### config.mk
export PLATFORM = sky130hd
export DESIGN_NAME = stack_arbiter
export DESIGN_NICKNAME = d
export VERILOG_FILES = /design/src/rtl/stk_arb_pkg.sv /design/src/rtl/rr_arb2.sv /design/src/rtl/stack_arbiter.sv
export SDC_FILE = /design/constraint.sdc
export NUM_CORES = 1
export LEC_CHECK = 0
export ABC_AREA = 1
export CAP_MARGIN = 20
export CORE_ASPECT_RATIO = 1.4
export CORE_MARGIN = 1
export CORE_UTILIZATION = 39
export DETAILED_ROUTE_END_ITERATION = 7
export HOLD_SLACK_MARGIN = 0.12
export MAX_ROUTING_LAYER = met4
export PLACE_DENSITY = 0.74
export SYNTH_ARGS = -nofsm -noshare
export SYNTH_HDL_FRONTEND = slang
export SYNTH_SLANG_ARGS = --single-unit
### constraint.sdc
create_clock -name CLK -period 1.15 [get_ports CLK]
set_clock_uncertainty 0.05 [all_clocks]
set_input_delay 0.115 -clock CLK [delete_from_list [all_inputs] [get_ports CLK]]
set_output_delay 0.115 -clock CLK [all_outputs]
set_load 0.1 [all_outputs]
### src/rtl/stk_arb_pkg.sv
// Shared types and encodings for the stack arbiter block.
package stk_arb_pkg;

  typedef enum logic [1:0] {
    IDLE  = 2'd0,
    GRANT = 2'd1,
    RESP  = 2'd2
  } state_t;

  localparam logic OP_PUSH = 1'b1;
  localparam logic OP_POP  = 1'b0;

  localparam logic REQ0 = 1'b0;
  localparam logic REQ1 = 1'b1;

  localparam int NUM_REQ = 2;

endpackage

### src/rtl/rr_arb2.sv
// Two-input arbiter: round-robin by default, fixed priority (port 0 wins)
// when STK_ARB_FIXED_PRIO_EN is defined.
module rr_arb2
  import stk_arb_pkg::*;
(
  input  logic               CLK,
  input  logic               RESET,
  input  logic [NUM_REQ-1:0] req,
  input  logic               adv,
  output logic [NUM_REQ-1:0] gnt,
  output logic               idx
);

`ifdef STK_ARB_FIXED_PRIO_EN
  logic unused_ok;
  assign unused_ok = ^{CLK, RESET, adv};

  always_comb begin
    idx = REQ0;
    gnt = '0;
    if (req[REQ0]) begin
      idx      = REQ0;
      gnt[0]   = 1'b1;
    end else if (req[REQ1]) begin
      idx      = REQ1;
      gnt[1]   = 1'b1;
    end
  end
`else
  // ptr names the requester that wins the next simultaneous request
  logic ptr;

  always_comb begin
    idx = REQ0;
    gnt = '0;
    if (&req)
      idx = ptr;
    else
      idx = req[REQ1];
    if (|req) begin
      if (idx == REQ1) gnt[1] = 1'b1;
      else             gnt[0] = 1'b1;
    end
  end

  always_ff @(posedge CLK) begin
    if (RESET)
      ptr <= REQ0;
    else if (adv)
      ptr <= ~idx;
  end
`endif

endmodule

### src/rtl/stack_arbiter.sv
// Two-port arbiter/sequencer in front of the shared stack: one push/pop per
// 3-cycle transaction, full/empty checked before any strobe.
// Optional: STK_ARB_FIXED_PRIO_EN makes requester 0 win simultaneous requests.
module stack_arbiter
  import stk_arb_pkg::*;
#(
  parameter int N  = 4,
  parameter int WL = 3
) (
  input  logic          CLK,
  input  logic          RESET,
  input  logic          req0,
  input  logic          op0,
  input  logic [WL-1:0] wd0,
  output logic          ack0,
  output logic          nak0,
  output logic [WL-1:0] rd0,
  input  logic          req1,
  input  logic          op1,
  input  logic [WL-1:0] wd1,
  output logic          ack1,
  output logic          nak1,
  output logic [WL-1:0] rd1,
  output logic          st_push,
  output logic          st_pop,
  output logic [WL-1:0] st_di,
  input  logic [WL-1:0] st_data,
  input  logic [N-1:0]  st_sp,
  input  logic          st_full,
  input  logic          st_empty,
  input  logic          st_error,
  output logic          busy,
  output logic          last_gnt,
  output logic          stk_err
);

  state_t               state;
  logic                 gnt_q;
  logic                 op_q;
  logic [WL-1:0]        wd_q;
  logic [NUM_REQ-1:0]   req_v;
  logic [NUM_REQ-1:0]   gnt_oh;
  logic                 win;
  logic                 adv;
  logic                 illegal;
  logic                 fire;
  logic                 op_sel;
  logic [WL-1:0]        wd_sel;
  logic                 unused_sp;

  assign unused_sp = ^st_sp;

  assign req_v = {req1, req0};
  assign adv   = (state == IDLE) && (|req_v);

  rr_arb2 u_arb (
    .CLK   (CLK),
    .RESET (RESET),
    .req   (req_v),
    .adv   (adv),
    .gnt   (gnt_oh),
    .idx   (win)
  );

  assign op_sel = gnt_oh[1] ? op1 : op0;
  assign wd_sel = gnt_oh[1] ? wd1 : wd0;

  // Stack status is stable between IDLE and GRANT because only this block
  // moves the pointer, so checking in GRANT sees the true pre-op state.
  assign illegal = (op_q == OP_PUSH) ? st_full : st_empty;
  assign fire    = (state == GRANT) && !illegal && !RESET;

  assign st_push = fire && (op_q == OP_PUSH);
  assign st_pop  = fire && (op_q == OP_POP);
  assign st_di   = wd_q;
  assign busy    = (state != IDLE);

  always_ff @(posedge CLK) begin
    if (RESET) begin
      state    <= IDLE;
      gnt_q    <= REQ0;
      op_q     <= OP_POP;
      wd_q     <= '0;
      last_gnt <= REQ0;
      ack0     <= 1'b0;
      nak0     <= 1'b0;
      ack1     <= 1'b0;
      nak1     <= 1'b0;
      rd0      <= '0;
      rd1      <= '0;
      stk_err  <= 1'b0;
    end else begin
      ack0 <= 1'b0;
      nak0 <= 1'b0;
      ack1 <= 1'b0;
      nak1 <= 1'b0;
      unique case (state)
        IDLE: begin
          if (|req_v) begin
            gnt_q    <= win;
            op_q     <= op_sel;
            wd_q     <= wd_sel;
            last_gnt <= win;
            state    <= GRANT;
          end
        end
        GRANT: begin
          // Response is registered here so it appears in RESP; pop data is
          // the top word before the pop lands.
          if (gnt_q == REQ1) begin
            ack1 <= !illegal;
            nak1 <= illegal;
            if (!illegal && op_q == OP_POP) rd1 <= st_data;
          end else begin
            ack0 <= !illegal;
            nak0 <= illegal;
            if (!illegal && op_q == OP_POP) rd0 <= st_data;
          end
          state <= RESP;
        end
        RESP: begin
          if (st_error) stk_err <= 1'b1;
          state <= IDLE;
        end
        default: state <= IDLE;
      endcase
    end
  end

endmodule

# --- After elaboration in Yosys (flattened, before gate mapping) ---
# Cells that the tools add are included.
word_totals:
  reg_bits: 19
  latch_bits: 0
  ramBits: 0
  mem_bits_ro: 0
  input_bits: 22
  out_inout_bits: 18
  elab_cells: 46
  n_memories: 0
classes:
  addsub: 0
  multipliers: 0
  n_div: 0
  magnitude_cmp: 0
  eq_ne: 3
  shifts: 0
  n_mux: 9
  n_bitwise: 4
  reduce_logical: 18
ops:
  columns: ["op", "count"]
  rows:
  - ["logical AND 1 bit", 6]
  - ["AND reduction 2 bit", 3]
  - ["AND reduction 3 bit", 2]
  - ["OR reduction 3 bit", 2]
  - ["two-way mux 1 bit", 5]
  - ["two-way mux 2 bit", 2]
  - ["inverter 1 bit", 4]
  - ["case mux 2 bit (2 select lines)", 1]
  - ["two-way mux 3 bit", 1]
  - ["equality test 2 x 1 -> 1 bit, second input constant", 1]
  - ["equality test 2 bit, second input constant", 1]
  - ["logical NOT 1 bit", 2]
  - ["logical NOT 2 bit", 1]
  - ["!= test 2 x 1 -> 1 bit, second input constant", 1]
  - ["nonzero test 2 bit", 1]
  - ["OR reduction 2 bit", 1]

# --- Logic depth before layout (Yosys ltp) ---
# Gate-level depths: netlist of the first run.
depth:
  word_depth: 5
  mapped_depth: 7
  ltp_nobuf: 7

# --- Hierarchy ---
# Synthesis of the first run repeated with hierarchy kept, for this count alone.
unflattened:
  cells_unflattened: 128
  area_unflattened_um2: 869.6
by_module_without_submodules:
  columns: ["module", "n_inst", "cells_per_inst", "area_each_um2", "seq_area_each_um2"]
  rows:
  - ["stack_arbiter", 1, 116, 795.8, 360.3]
  - ["rr_arb2", 1, 12, 73.8, 20.0]

# --- Worst setup path after synthesis of the first run ---
# No wires, ideal clock.
synth_timing:
  path_type: "flip-flop to output port"
  start: "reg state[0]"
  end: "out st_push"
  t_arrival_ns: 2.658
  required_time_ns: 0.985
  slack_ns: -1.673
  stages_incl_launch_ff: 5
  n_path_buf: 0
  path_cell_list: "dfxtp_1 -> nand2_2 -> inv_4 -> nand2_4 -> nor3_1"
synth_between:
  elab_chain_len: 4
synth_rtl:
  columns: ["item", "line", "source"]
  rows:
  - ["start: declaration", "stack_arbiter.sv:37", "state_t state;"]
  - ["start signal: assignment", "stack_arbiter.sv:80", "state <= IDLE;"]
  - ["start signal: assignment", "stack_arbiter.sv:104", "state <= GRANT;"]
  - ["start signal: assignment", "stack_arbiter.sv:119", "state <= RESP;"]
  - ["equality test 2 x 1 -> 1 bit", "stack_arbiter.sv:71", "assign fire = (state == GRANT) && !illegal && !RESET;"]
  - ["logical AND 1 bit (2 in a row)", "stack_arbiter.sv:71", null]
  - ["logical AND 1 bit", "stack_arbiter.sv:73", "assign st_push = fire && (op_q == OP_PUSH);"]
  - ["end: declaration", "stack_arbiter.sv:24", "output logic st_push,"]
# Every way passes these cells.

# --- Worst setup path in the final report of the first run ---
layout_timing:
  start: "reg state[1]"
  end: "out st_push"
# Same word-level chain as after synthesis.

==> run summary, run 1 <==
STA
- **Final Worst Setup Slack** -277.4 ps
- **setup repair after global routing missed its margin** true
- **Min Clock Period, post-route** 1427 ps
- **slew at the pin closest to its max-slew limit** 328.1 ps
- **final setup fails** 8
- **part of the cycle the worst path needs** 124.1%
- **final hold violation count** 0
- **Rel. slew slack** 78.06%
- **Achievable Freq** 700.6 MHz
- **Final Slew Violations** 0

Global routing
- **GR Util All Layers** 23.02%
- **number of antenna violations at the first check in global routing** 0
- **vias in the first global route** 878
- **maximum number of pins on one net before global-route repair** 11
- **global-route wire length before repair** 3553 microns
- **global-route congestion overflow total** 0

Worst setup path
- **cell breakdown of the critical path** inv_4 -> nand2_4 -> inv_4 -> nand2_8 -> nor3_4 -> buf_12
- **required time worst endpoint** 990 ps
- **capture instance of the worst register-to-register path** st_di[1]
- **slowest cell on the critical path** sky130_fd_sc_hd__dfxtp_4
- **worst setup slack for register-to-register paths** -90 ps
- **maximum single-stage delay on the critical path** 370 ps
- **peak fanout along the critical path** 3
- **type of element capturing the critical path** primary output
- **R2R Path Start** state[0]
- **critical path's most frequent cell** sky130_fd_sc_hd__inv_4
- **cell count of the worst reg-to-reg path** 8
- **startpoint type of the worst setup path** register
- **Top Family by Delay on Critical Path** flip-flops
- **Buffers & Inverters on Critical Path** 3
- **arrival time of data at the critical path endpoint** 1260 ps
- **type of the setup path with the least slack** reg2out

Worst hold path
- **class of the most critical hold timing path** in2reg
- **beginning of the worst hold path** st_error
- **count of cells along the worst hold path** 3
- **worst hold endpoint** stk_err

Synthesis
- **count of yosys warnings during synthesis** 0
- **part of the Yosys area used for sequential elements** 44.90%
- **Avg Inst Size Synth** 8.145 sq um
- **post-synth net total** 126
- **#FFs+latches synth** 19
- **number of instances in the synthesized netlist** 104
- **Netlist Area Pre-Place** 847.1 sq um
- **number of distinct library cells after synthesis** 21

Clock tree
- **clk slew on worst S/H paths** 110 ps
- **TritonCTS clock tree** built
- **clock insertion delay at the later pin of the skew report** 310 ps
- **Bufs on Longest Clock Path** 2
- **CTS Buf Count** 3
- **clk sink count** 19
- **H-tree levels** 1
- **clock root buffer** sky130_fd_sc_hd__clkbuf_4

Flow run
- **count of maximum capacitance violations** 0

Layout
- **Layout area overhead** 86.41%
- **final antenna diode count** 0
- **share of layout cells above drive strength 1** 48.03%
- **net count of the finished layout** 175
- **commonest cells after routing, fill and taps aside** 18 x sky130_fd_sc_hd__buf_12, 17 x sky130_fd_sc_hd__clkdlybuf4s50_1, 11 x sky130_fd_sc_hd__nand2_1, 11 x sky130_fd_sc_hd__nor2_1, 11 x sky130_fd_sc_hd__dfxtp_2
- **fillcell total** 140
- **most frequent standard cell in the layout excluding fill and tap cells** sky130_fd_sc_hd__buf_12
- **fin area** 0.001579 sq mm
- **share of the core filled with cells in the final layout** 79.07%

Routing
- **first-pass detailed-route iteration total** 3
- **drt total wl** 2249 microns
- **DR vias** 862
- **final antenna-violating net count** 0
- **routed vias/inst** 4.983
- **drt wl/cell** 13.00 microns
- **Post-route DRC** 0
- **Iter 0 DRT Violations** 3

Placement
- **routability congestion estimate from global placement** 0.7631
- **dpl hpwl** 1681 microns
- **placed cell areas** 0.001461 sq mm
- **worst slack at placement** -291.8 ps
- **Port Buf Inserts** 35

Pwr
- **P per Cell Area** 1147 mW/mm^2
- **Lkg Pwr** 0.0006664 uW
- **worst IR drop on VDD** 1061 uV

Outcome
- **outcome** complete, but fails checks
- **violated checks** negative setup slack

Floorplanning
- **Chip Height** 57.14 microns
- **I/O pin count** 40
- **number of cell rows** 19
- **effective utilization at floorplan** 42.42%
- **die footprint** 0.002365 sq mm
- **Die Span X** 41.39 microns
- **Placeable Area** 0.001997 sq mm

-- synth_stat cells, drive strengths merged --
master | number | area share, %
dfxtp | 19 | 45
nor2 | 18 | 11
inv | 16 | 7.4
nand2 | 16 | 9.7
nand3 | 12 | 10
o21ai | 8 | 6.5
nor3 | 5 | 3.0
nand4 | 4 | 3.0
a21oi | 3 | 1.8
buf | 2 | 2.2
clkinv | 1 | 0.59
-- how the worst max path moves through the flow --
stage,from,to,slack (ps),cells after the start
finish,state[1],st_push,-280,6
global route,state[1],st_push,-310,6
CTS,state[1],st_push,-280,6
detailed placement,req1,st_di[1],-290,7
global placement,req1,st_di[0],-210,7
floorplan,state[1],st_push,-380,5
-- tightest hold or removal path, stage by stage --
cell and delay, ps:
sky130_fd_sc_hd__clkdlybuf4s50_1 400, sky130_fd_sc_hd__nand3_1 80, sky130_fd_sc_hd__a21oi_1 50
-- final cells by class --
cell class / instances / area [sq um] / area share (%)
Sequential cell: 19 / 405.4 / 25.67
Multi-Input combinational cell: 66 / 430.4 / 27.26
Clock buffer: 4 / 26.28 / 1.664
Tap cell: 21 / 26.28 / 1.664
Timing Repair Buffer: 46 / 620.6 / 39.30
Inverter: 17 / 70.07 / 4.437
-- flip-flops by register name, summed over array words and instances, names as in the netlist --
name,cells
ack0,1
rd0,3
nak1,1
rd1,3
nak0,1
gnt_q,1
state,2
st_di,3
op_q,1
u_arb.ptr,1
ack1,1
stk_err,1
-- routing by layer --
| layer | vias to the layer above | part of all wire (%) | GRT usage [%] |
|---|---|---|---|
| li1 | 430 | - | - |
| met1 | 400 | 34 | 20.35 |
| met2 | 27 | 60 | 43.08 |
| met3 | 5 | 3.3 | 2.335 |
| met4 | 0 | 2.1 | 11.06 |
| met5 | - | 0 | - |
-- power by group --
part / switching (uW) / internal (uW)
logic: 431 / 284
registers: 44.3 / 701
clock network: 215 / 136
-- cells by family (layout without fill, tap and decap cells) --
family	after synthesis	count (layout)	synth area share [%]
DFF	19	19	44.90
buffers and inverters	19	67	10.19
AOI/OAI and AO/OA	11	11	8.272
and+or+nand+nor	55	55	36.63
-- through the flow --
step / TNS [ps] / hold WS (ps) / power [uW] / std cells
6_report: -866.8 / 318.2 / 1811 / 173
5_1_grt: -1403 / 355.6 / 1876 / 173
4_1_cts: -752.9 / 327.9 / 1783 / 171
3_5_place_dp: -2362 / 406.0 / 1422 / 162
3_3_place_gp: -1764 / 399.3 / 1409 / 162
2_1_floorplan: -1254 / 124.4 / 1164 / 104
-- what timing repair did --
item / in CTS / in global routing
cloned: 0 / 0
endpoints found under the setup margin: 4 / 12
hold buffers: 0 / 0
gates resized for setup: 7 / 5
setup buffers: 5 / 3
pin swaps: 2 / 2
Note: power is estimated with default switching activity, not from simulation.
==> run 2: changes to the inputs <==
--- a/config.mk
+++ b/config.mk
@@ -11,9 +11,11 @@
 export CORE_MARGIN = 1
 export CORE_UTILIZATION = 39
 export DETAILED_ROUTE_END_ITERATION = 7
+export GPL_ROUTABILITY_DRIVEN = 0
 export HOLD_SLACK_MARGIN = 0.12
 export MAX_ROUTING_LAYER = met4
 export PLACE_DENSITY = 0.74
+export SLEW_MARGIN = 5
 export SYNTH_ARGS = -nofsm -noshare
 export SYNTH_HDL_FRONTEND = slang
 export SYNTH_SLANG_ARGS = --single-unit
==> results of run 2 <==
Final layout, timing and power as in run 1 (identical DEF).
